**config.mk**
```make
export PLATFORM = sky130hd
export DESIGN_NAME = sprite_cmd_dispatcher
export DESIGN_NICKNAME = d
export VERILOG_FILES = /design/src/rtl/sprite_cmd_dispatcher.sv
export SDC_FILE = /design/constraint.sdc
export NUM_CORES = 1
export LEC_CHECK = 0
export ABC_CLOCK_PERIOD_IN_PS = 8400
export CELL_PAD_IN_SITES_DETAIL_PLACEMENT = 0
export CELL_PAD_IN_SITES_GLOBAL_PLACEMENT = 1
export CORE_ASPECT_RATIO = 1.4
export CORE_MARGIN = 5
export CORE_UTILIZATION = 57
export DETAILED_ROUTE_END_ITERATION = 16
export PLACE_DENSITY_LB_ADDON = 0.1
export SLEW_MARGIN = 20
export SYNTH_ARGS = -nofsm -noshare
export SYNTH_HDL_FRONTEND = slang
export SYNTH_SLANG_ARGS = --single-unit
```
**constraint.sdc**
```tcl
create_clock -name clk -period 8.4 [get_ports clk]
set_input_delay 2.52 -clock clk [delete_from_list [all_inputs] [get_ports clk]]
set_output_delay 2.52 -clock clk [all_outputs]
set_load 0.1 [all_outputs]
```
**src/rtl/sprite_cmd_dispatcher.sv**
```systemverilog
// sprite_cmd_dispatcher: Avalon-MM command FIFO driving the sprite command bus with vblank-gated buffer swaps.
// Define DISP_AUTO_BUFSEL_EN to force bit 13 of every popped command to the back buffer (~front_buf).
module sprite_cmd_dispatcher #(
  parameter int FIFO_DEPTH = 16,
  parameter int V_ACTIVE   = 480
) (
  input  logic        clk,
  input  logic        reset,
  input  logic        chipselect,
  input  logic        write,
  input  logic        read,
  input  logic [1:0]  address,
  input  logic [31:0] writedata,
  output logic [31:0] readdata,
  input  logic [9:0]  hcount,
  input  logic [9:0]  vcount,
  output logic [31:0] cmd_out,
  output logic        front_buf
);
  localparam int AW = $clog2(FIFO_DEPTH);
  typedef enum logic [1:0] {IDLE, RUN, WAIT_VBL} state_t;
  state_t state_q, state_d;
  logic [32:0] mem_q [FIFO_DEPTH];
  logic [AW-1:0] wr_ptr_q, rd_ptr_q;
  logic [AW:0] level_q, level_d, markers_q, markers_d;
  logic overflow_q, overflow_d, bad_cmd_q, bad_cmd_d, front_q, front_d, swapped_q, swapped_d;
  logic [31:0] readdata_q, readdata_d, head_word, cmd_word;
  logic wr_en, clr, push, push_ok, pop, full, empty, in_vblank, head_marker, swap_go, unused_ok;
  assign wr_en       = chipselect & write;
  assign clr         = wr_en & address == 2'd2 & writedata[0];
  assign in_vblank   = 32'(vcount) >= V_ACTIVE;
  assign head_marker = mem_q[rd_ptr_q][32];
  assign head_word   = mem_q[rd_ptr_q][31:0];
  assign empty       = level_q == '0;
  assign full        = level_q == (AW+1)'(FIFO_DEPTH);
  assign push        = wr_en & ((address == 2'd0 & writedata[20:17] != 4'hf) | address == 2'd1);
  assign push_ok     = push & ~full;
  assign swap_go     = state_q == WAIT_VBL & in_vblank & ~swapped_q;
  assign pop         = (state_q == RUN & ~empty & ~head_marker) | swap_go;
  assign unused_ok   = ^hcount;
  assign readdata    = readdata_q;
  assign front_buf   = front_q;
`ifdef DISP_AUTO_BUFSEL_EN
  assign cmd_word = {head_word[31:14], ~front_q, head_word[12:0]};
`else
  assign cmd_word = head_word;
`endif
  always_comb begin
    state_d = state_q;
    cmd_out = '0;
    case (state_q)
      IDLE: state_d = empty ? IDLE : RUN;
      RUN: begin
        state_d = empty ? IDLE : head_marker ? WAIT_VBL : RUN;
        cmd_out = (empty | head_marker) ? '0 : cmd_word;
      end
      WAIT_VBL: begin
        state_d = swap_go ? RUN : WAIT_VBL;
        cmd_out = swap_go ? {11'b0, 4'hf, 3'b0, ~front_q, 13'b0} : '0;
      end
      default: state_d = IDLE;
    endcase
  end
  always_comb begin
    level_d    = level_q + (AW+1)'(push_ok) - (AW+1)'(pop);
    markers_d  = markers_q + (AW+1)'(push_ok & address == 2'd1) - (AW+1)'(swap_go);
    front_d    = front_q ^ swap_go;
    swapped_d  = in_vblank & (swapped_q | swap_go);
    overflow_d = clr ? 1'b0 : overflow_q | (push & full);
    bad_cmd_d  = clr ? 1'b0 : bad_cmd_q | (wr_en & address == 2'd0 & writedata[20:17] == 4'hf);
    readdata_d = ~(chipselect & read) ? readdata_q :
                 address != 2'd0 ? '0 :
                 {12'b0, bad_cmd_q, markers_q != '0, front_q, overflow_q, 8'b0, 8'(level_q)};
  end
  always_ff @(posedge clk) begin
    if (reset) begin
      state_q    <= IDLE;
      wr_ptr_q   <= '0;
      rd_ptr_q   <= '0;
      level_q    <= '0;
      markers_q  <= '0;
      overflow_q <= 1'b0;
      bad_cmd_q  <= 1'b0;
      front_q    <= 1'b0;
      swapped_q  <= 1'b0;
      readdata_q <= '0;
    end else begin
      state_q    <= state_d;
      wr_ptr_q   <= push_ok ? wr_ptr_q + AW'(1) : wr_ptr_q;
      rd_ptr_q   <= pop ? rd_ptr_q + AW'(1) : rd_ptr_q;
      level_q    <= level_d;
      markers_q  <= markers_d;
      overflow_q <= overflow_d;
      bad_cmd_q  <= bad_cmd_d;
      front_q    <= front_d;
      swapped_q  <= swapped_d;
      readdata_q <= readdata_d;
    end
  end
  always_ff @(posedge clk) begin
    if (push_ok) mem_q[wr_ptr_q] <= {address == 2'd1, writedata};
  end
endmodule

```
Yosys cells after proc, flatten, opt, wreduce, memory -nomap -nowiden
Memories as Yosys holds them, arrays and structs flattened. A register that Yosys moved wholly into a read port is not among the register bits.
Index checks and enable logic that the tools add are counted.
- register bits: 56
- bits in latches: 0
- memory bits (writable): 528
- memory bits (read-only): 0
- bits of input ports: 59
- logic and storage cells: 72
- memories kept: 1
- add/sub/neg operators: 6
- multiply operators: 0
- div/mod/pow operators: 0
- magnitude comparators: 1
- equal/unequal tests: 7
- shift operators: 0
- multiplexer cells: 13
- bitwise logic cells: 28
- reductions and logical operators: 6
- memories (name ; words ; width ; rd ports ; clocked after memory_dff ; wr ports ; RTL line ; text):
    mem_q ; 16 ; 33 ; 1 ; 1 ; 1 ; 23 ; logic [32:0] mem_q [FIFO_DEPTH];
- operator list (operator ; count):
    $pmux W32 S2 ; 1
    $mux W32 ; 1
    $mux W21 ; 1
    $mux W20 ; 1
    $and A1 B1 Y1 ; 16
    $add A5 B1 Y5 ; 2
    $ge A10 B9 Y1 const B ; 1
    $sub A5 B1 Y5 ; 2
    $add A4 B1 Y4 const B ; 2
    $mux W4 ; 2
    $mux W2 ; 3
    $or A1 B1 Y1 ; 6
    $pmux W2 S3 ; 1
    $eq A5 B5 Y1 const B ; 1
    $logic_not A5 Y1 ; 1
    $not A1 Y1 ; 5
    $reduce_bool A5 Y1 ; 1
    $eq A2 B1 Y1 const B ; 2
    $eq A2 B2 Y1 const B ; 2
    $eq A4 B4 Y1 const B ; 1
    $logic_not A2 Y1 ; 2
    $ne A4 B4 Y1 const B ; 1
    $mux W1 ; 3
    $reduce_bool A2 Y1 ; 1
    other kinds (2) ; 2

Logic depth before layout (Yosys ltp)
- depth in word-level cells: 8
- depth in mapped cells: 18
- depth with buffers taken out: 16

Least setup slack after synthesis
OpenSTA, ideal clock, no wires.
- path type: input to output
- from: input port vcount[8]
- to: output port cmd_out[13]
- arrival time: 4.403 ns
- required time: 5.880 ns
- path slack: 1.477 ns
- cell stages on the path: 5
- path buffers: 0
- cell sequence: a41oi_1 nor3b_2 ha_1 nand3_1 o21ai_1
- longest elaborated chain between the ends: 5
- RTL lines (item ; RTL line ; text):
    start, declared ; 16 ; input logic [9:0] vcount,
    $ge A10 B9 Y1 ; 31 ; assign in_vblank = 32'(vcount) >= V_ACTIVE;
    $and A1 B1 Y1 (2 in series) ; 38 ; assign swap_go = state_q == WAIT_VBL & in_vblank & ~swapped_q;
    $mux W21 ; 59 ; cmd_out = swap_go ? {11'b0, 4'hf, 3'b0, ~front_q, 13'b0} : '0;
    $pmux W32 S2 ; 51 ; case (state_q)
    end, declared ; 17 ; output logic [31:0] cmd_out,
No other way between the ends.

Worst setup path in the final report
- from: input port vcount[8]
- to: output port cmd_out[20]
The elaborated chain is that of the path after synthesis.

==> results_dict.tcl <==
set metrics [dict create \
    pwr-share-comb_pct 17.7 \
    period_needed_ns 6.90 \
    cpMaxStageDelayCell "sky130_fd_sc_hd__clkdlybuf4s50_1" \
    status "complete, no violations" \
    postSynthAreaPerCell_sq_um 21.5 \
    synth_common_cells "528 x sky130_fd_sc_hd__edfxtp_1, 161 x sky130_fd_sc_hd__mux4_2, 39 x sky130_fd_sc_hd__nor2_1" \
    synth_xor_xnor_area_share_pct 0.355 \
    cts_root_buffer "sky130_fd_sc_hd__clkbuf_16" \
    share_of_synthesized_area_spent_on_multiplexers_pct 16.7 \
    synthMostInstantiatedCell "sky130_fd_sc_hd__edfxtp_1" \
    hold_viol_final 0 \
    synth.largest_area_cell "sky130_fd_sc_hd__edfxtp_1" \
    max-cap-violations 0 \
    synth_compound_area_share_pct 1.59 \
    finClkSkew_ns 0.0137 \
    floorplan.core_area_sq_um 38500 \
    antenna_found_initial 1 \
    cts_tree "built" \
    syn-cell-area_sq_um 22200 \
    fin_nets 1233 \
    die_height_microns 244 \
    clock_tree.htree_level_count 2 \
    clk_latency_ns 0.58 \
    routed-via-count 10300 \
    cts_inserted_buffers 51 \
    share_seq_of_total_power_pct 48.4 \
    internal_power_mw 5.02 \
    timing.hold.worst.class "flop to flop" \
    postCtsHoldBufs 0 \
    crit_chain "clkdlybuf4s50_1 -> a41oi_1 -> nor3b_2 -> buf_4 -> nand2_1 -> o21ai_1 -> buf_4" \
    gp_congestion 0.724 \
    pleak_nw 7.89 \
    synthTopCellsByArea "sky130_fd_sc_hd__edfxtp_1 71%, sky130_fd_sc_hd__mux4_2 16%, sky130_fd_sc_hd__dfxtp_1 3.3%" \
    power.density_nw_per_um2 264 \
    start_util_pct 57.7 \
    fin_setup_tns_ns 0 \
    synth_edf_count 528 \
    post_drt_wl_per_cell_microns 26.5 \
    arrival_ns 4.38 \
    port-buffer-count 85 \
    grt_max_degree 57 \
    final_cell_area_sq_um 25300 \
    swShare_pct 25.0 \
    synth_warnings 0 \
    seq_area_frac_synth_pct 74.7 \
    period_share_pct 82.1 \
    number_of_iterations_in_the_first_detailed_routing_pass 5 \
    timing.critical_path.fanout_max 9 \
    share_clk_of_total_power_pct 33.9 \
    clock_sink_count 565 \
    std_cell_rows 85 \
    synth_top_cell_area_share_pct 71.4 \
    grt_first_pass_wirelength_mm 68.9 \
    yosys.area_share.simple_pct 2.72 \
    synth_async_sr_flop_share_pct 0 \
    final_antenna_net_count 0 \
    count_of_cells_resized_by_post_cts_repair 0 \
    gr-usage-all-layers_pct 21.6 \
    diodes 0 \
    clock_transition_time_at_the_flip_flop_clock_pins_of_the_worst_setup_and_hold_paths_ns 0.06 \
    irDropWorstVdd_v 0.000159 \
    placed_cell_area_sq_um 23700 \
    switching_power_mw 1.68 \
    yosys.area_share.adder_pct 1.42 \
    setup-violations-final 0 \
    detail_route.wirelength_mm 45.3 \
    cts_max_path_buffers 3 \
    synth_top_family_by_area "multiplexers" \
    critical-path-top-cell-by-count "sky130_fd_sc_hd__buf_4" \
    dp_hpwl_mm 25.0 \
    floorplan.die.width_microns 177 \
    synth-main-ff-cell "sky130_fd_sc_hd__edfxtp_1" \
    yosys.cell_types.count 48 \
    unrepaired_setup_endpoints_after_global_routing "no" \
    syn-instance-count 1031 \
    max-slew-margin-rel_pct 31.5 \
    io_pins 124 \
    worst_pin_slew_ns 1.02 \
    cp_class "input pin to output pin" \
    synth_seq_cells 565 \
    design.die.area_sq_um 43100 \
    critPathCaptureType "output pin" \
    slowest_stage_delay_cp_ns 0.45 \
    timing.critical_path.from_type "input pin" \
    post-route-drc-count 0 \
    first_global_vias 11000 \
    grt_overflow_total 0 \
    drt-initial-drc-count 897 \
    route.detailed.vias_per_inst 6.02 \
    critical_path_data_required_time_ns 5.88 \
    fin_max_slew_vios 0 \
    max_clock_freq_ghz 0.145 \
    postCtsSetupBuffers 0 \
    areaGrowthSynthToFinish_pct 14.1 \
    finalHoldWorstSlack_ns 0.473 \
    drive_above_1_share_pct 24.4 \
]
## layer usage
metal  up-vias  global-route usage [%]  wire length (microns)
li1       4424                       -                      -
met1      5506                    29.0                  18000
met2       294                    37.6                  24200
met3        67                    3.55                   2220
met4         2                    5.24                    920
met5         -                       0                     20
## per-stage QoR
step                      setup slack, ns  utilization (%)  power, mW  cells
after global routing                 1.40             65.8       6.98   1711
after detailed placement             1.47             61.6       4.51   1619
after floorplan                      1.48                -       4.25   1053
after CTS                            1.46             65.8       6.77   1711
after global placement               1.47             61.6       4.50   1619
final                                1.50             65.8       6.70   1711
## worst paths after layout
kind                          endpoint  cells past startpoint                      start  slack (ns)
max reg2reg      level_q[4]$_SDFF_PP0_                     15                       flop        4.90
min reg2reg  readdata[18]$_SDFFE_PP0P_                      2  readdata[18]$_SDFFE_PP0P_        0.47
max                        cmd_out[20]                      7                  vcount[8]        1.50
min          readdata[18]$_SDFFE_PP0P_                      2  readdata[18]$_SDFFE_PP0P_        0.47
## cells by family (layout without fill, tap and decap cells)
family	count (synthesis)	count (layout)
adders and majority gates	24	24
AOI/OAI and AO/OA	49	49
other	1	23
muxes	170	170
and+or+nand+nor	116	116
buffers and inverters	97	233
DFF	565	565
xor gates and xnor gates	9	9
## cell usage in the layout (no fill, tap or decap), types with 12 or more instances in the layout
cell                              Yosys  final
sky130_fd_sc_hd__nor2_4               0     12
sky130_fd_sc_hd__dfxtp_1             37     33
sky130_fd_sc_hd__mux4_2             161    161
sky130_fd_sc_hd__clkbuf_16            0     53
sky130_fd_sc_hd__clkdlybuf4s50_1      0     80
sky130_fd_sc_hd__nor2_1              39     27
sky130_fd_sc_hd__edfxtp_1           528    528
sky130_fd_sc_hd__buf_4               27     35
sky130_fd_sc_hd__nor2b_1             35     34
sky130_fd_sc_hd__inv_1               25     25
sky130_fd_sc_hd__clkbuf_1            20     20
sky130_fd_sc_hd__conb_1               1     23
sky130_fd_sc_hd__a21oi_1             12     12
sky130_fd_sc_hd__ha_1                22     22
## worst max-delay path: cells and delay by family
kind | cells | cell delay (ns)
AOI/OAI and AO/OA | 2 | 0.41
and+or+nand+nor | 2 | 0.45
buffers and inverters | 3 | 0.99
## registers in the layout, indices dropped and copies added, names as in the netlist, named ones only
| register | cells |
|---|---|
| readdata | 9 |
| wr_ptr_q | 4 |
| state_q | 2 |
| overflow_q | 1 |
| bad_cmd_q | 1 |
| front_buf | 1 |
| level_q | 5 |
| swapped_q | 1 |
| markers_q | 5 |
| mem_q | 528 |
| rd_ptr_q | 4 |
## power by group through the flow
stage | Clock (mW) | Sequential, mW | Combinational (mW)
final | 2.27 | 3.24 | 1.18
after floorplan | 0 | 3.21 | 1.04
after global placement | 0 | 3.31 | 1.19
after global routing | 2.44 | 3.26 | 1.28
after CTS | 2.32 | 3.25 | 1.21
after detailed placement | 0 | 3.31 | 1.20
## cell type report
cell class	instances	area (sq um)
clock inverter	18	209
fill	2627	13200
timing repair buffer	116	1080
clock buffer	74	1420
multi-input combinational	391	5280
inverter	25	93.8
sequential	565	16600
tap	522	653
(Power assumes the default switching activity.)
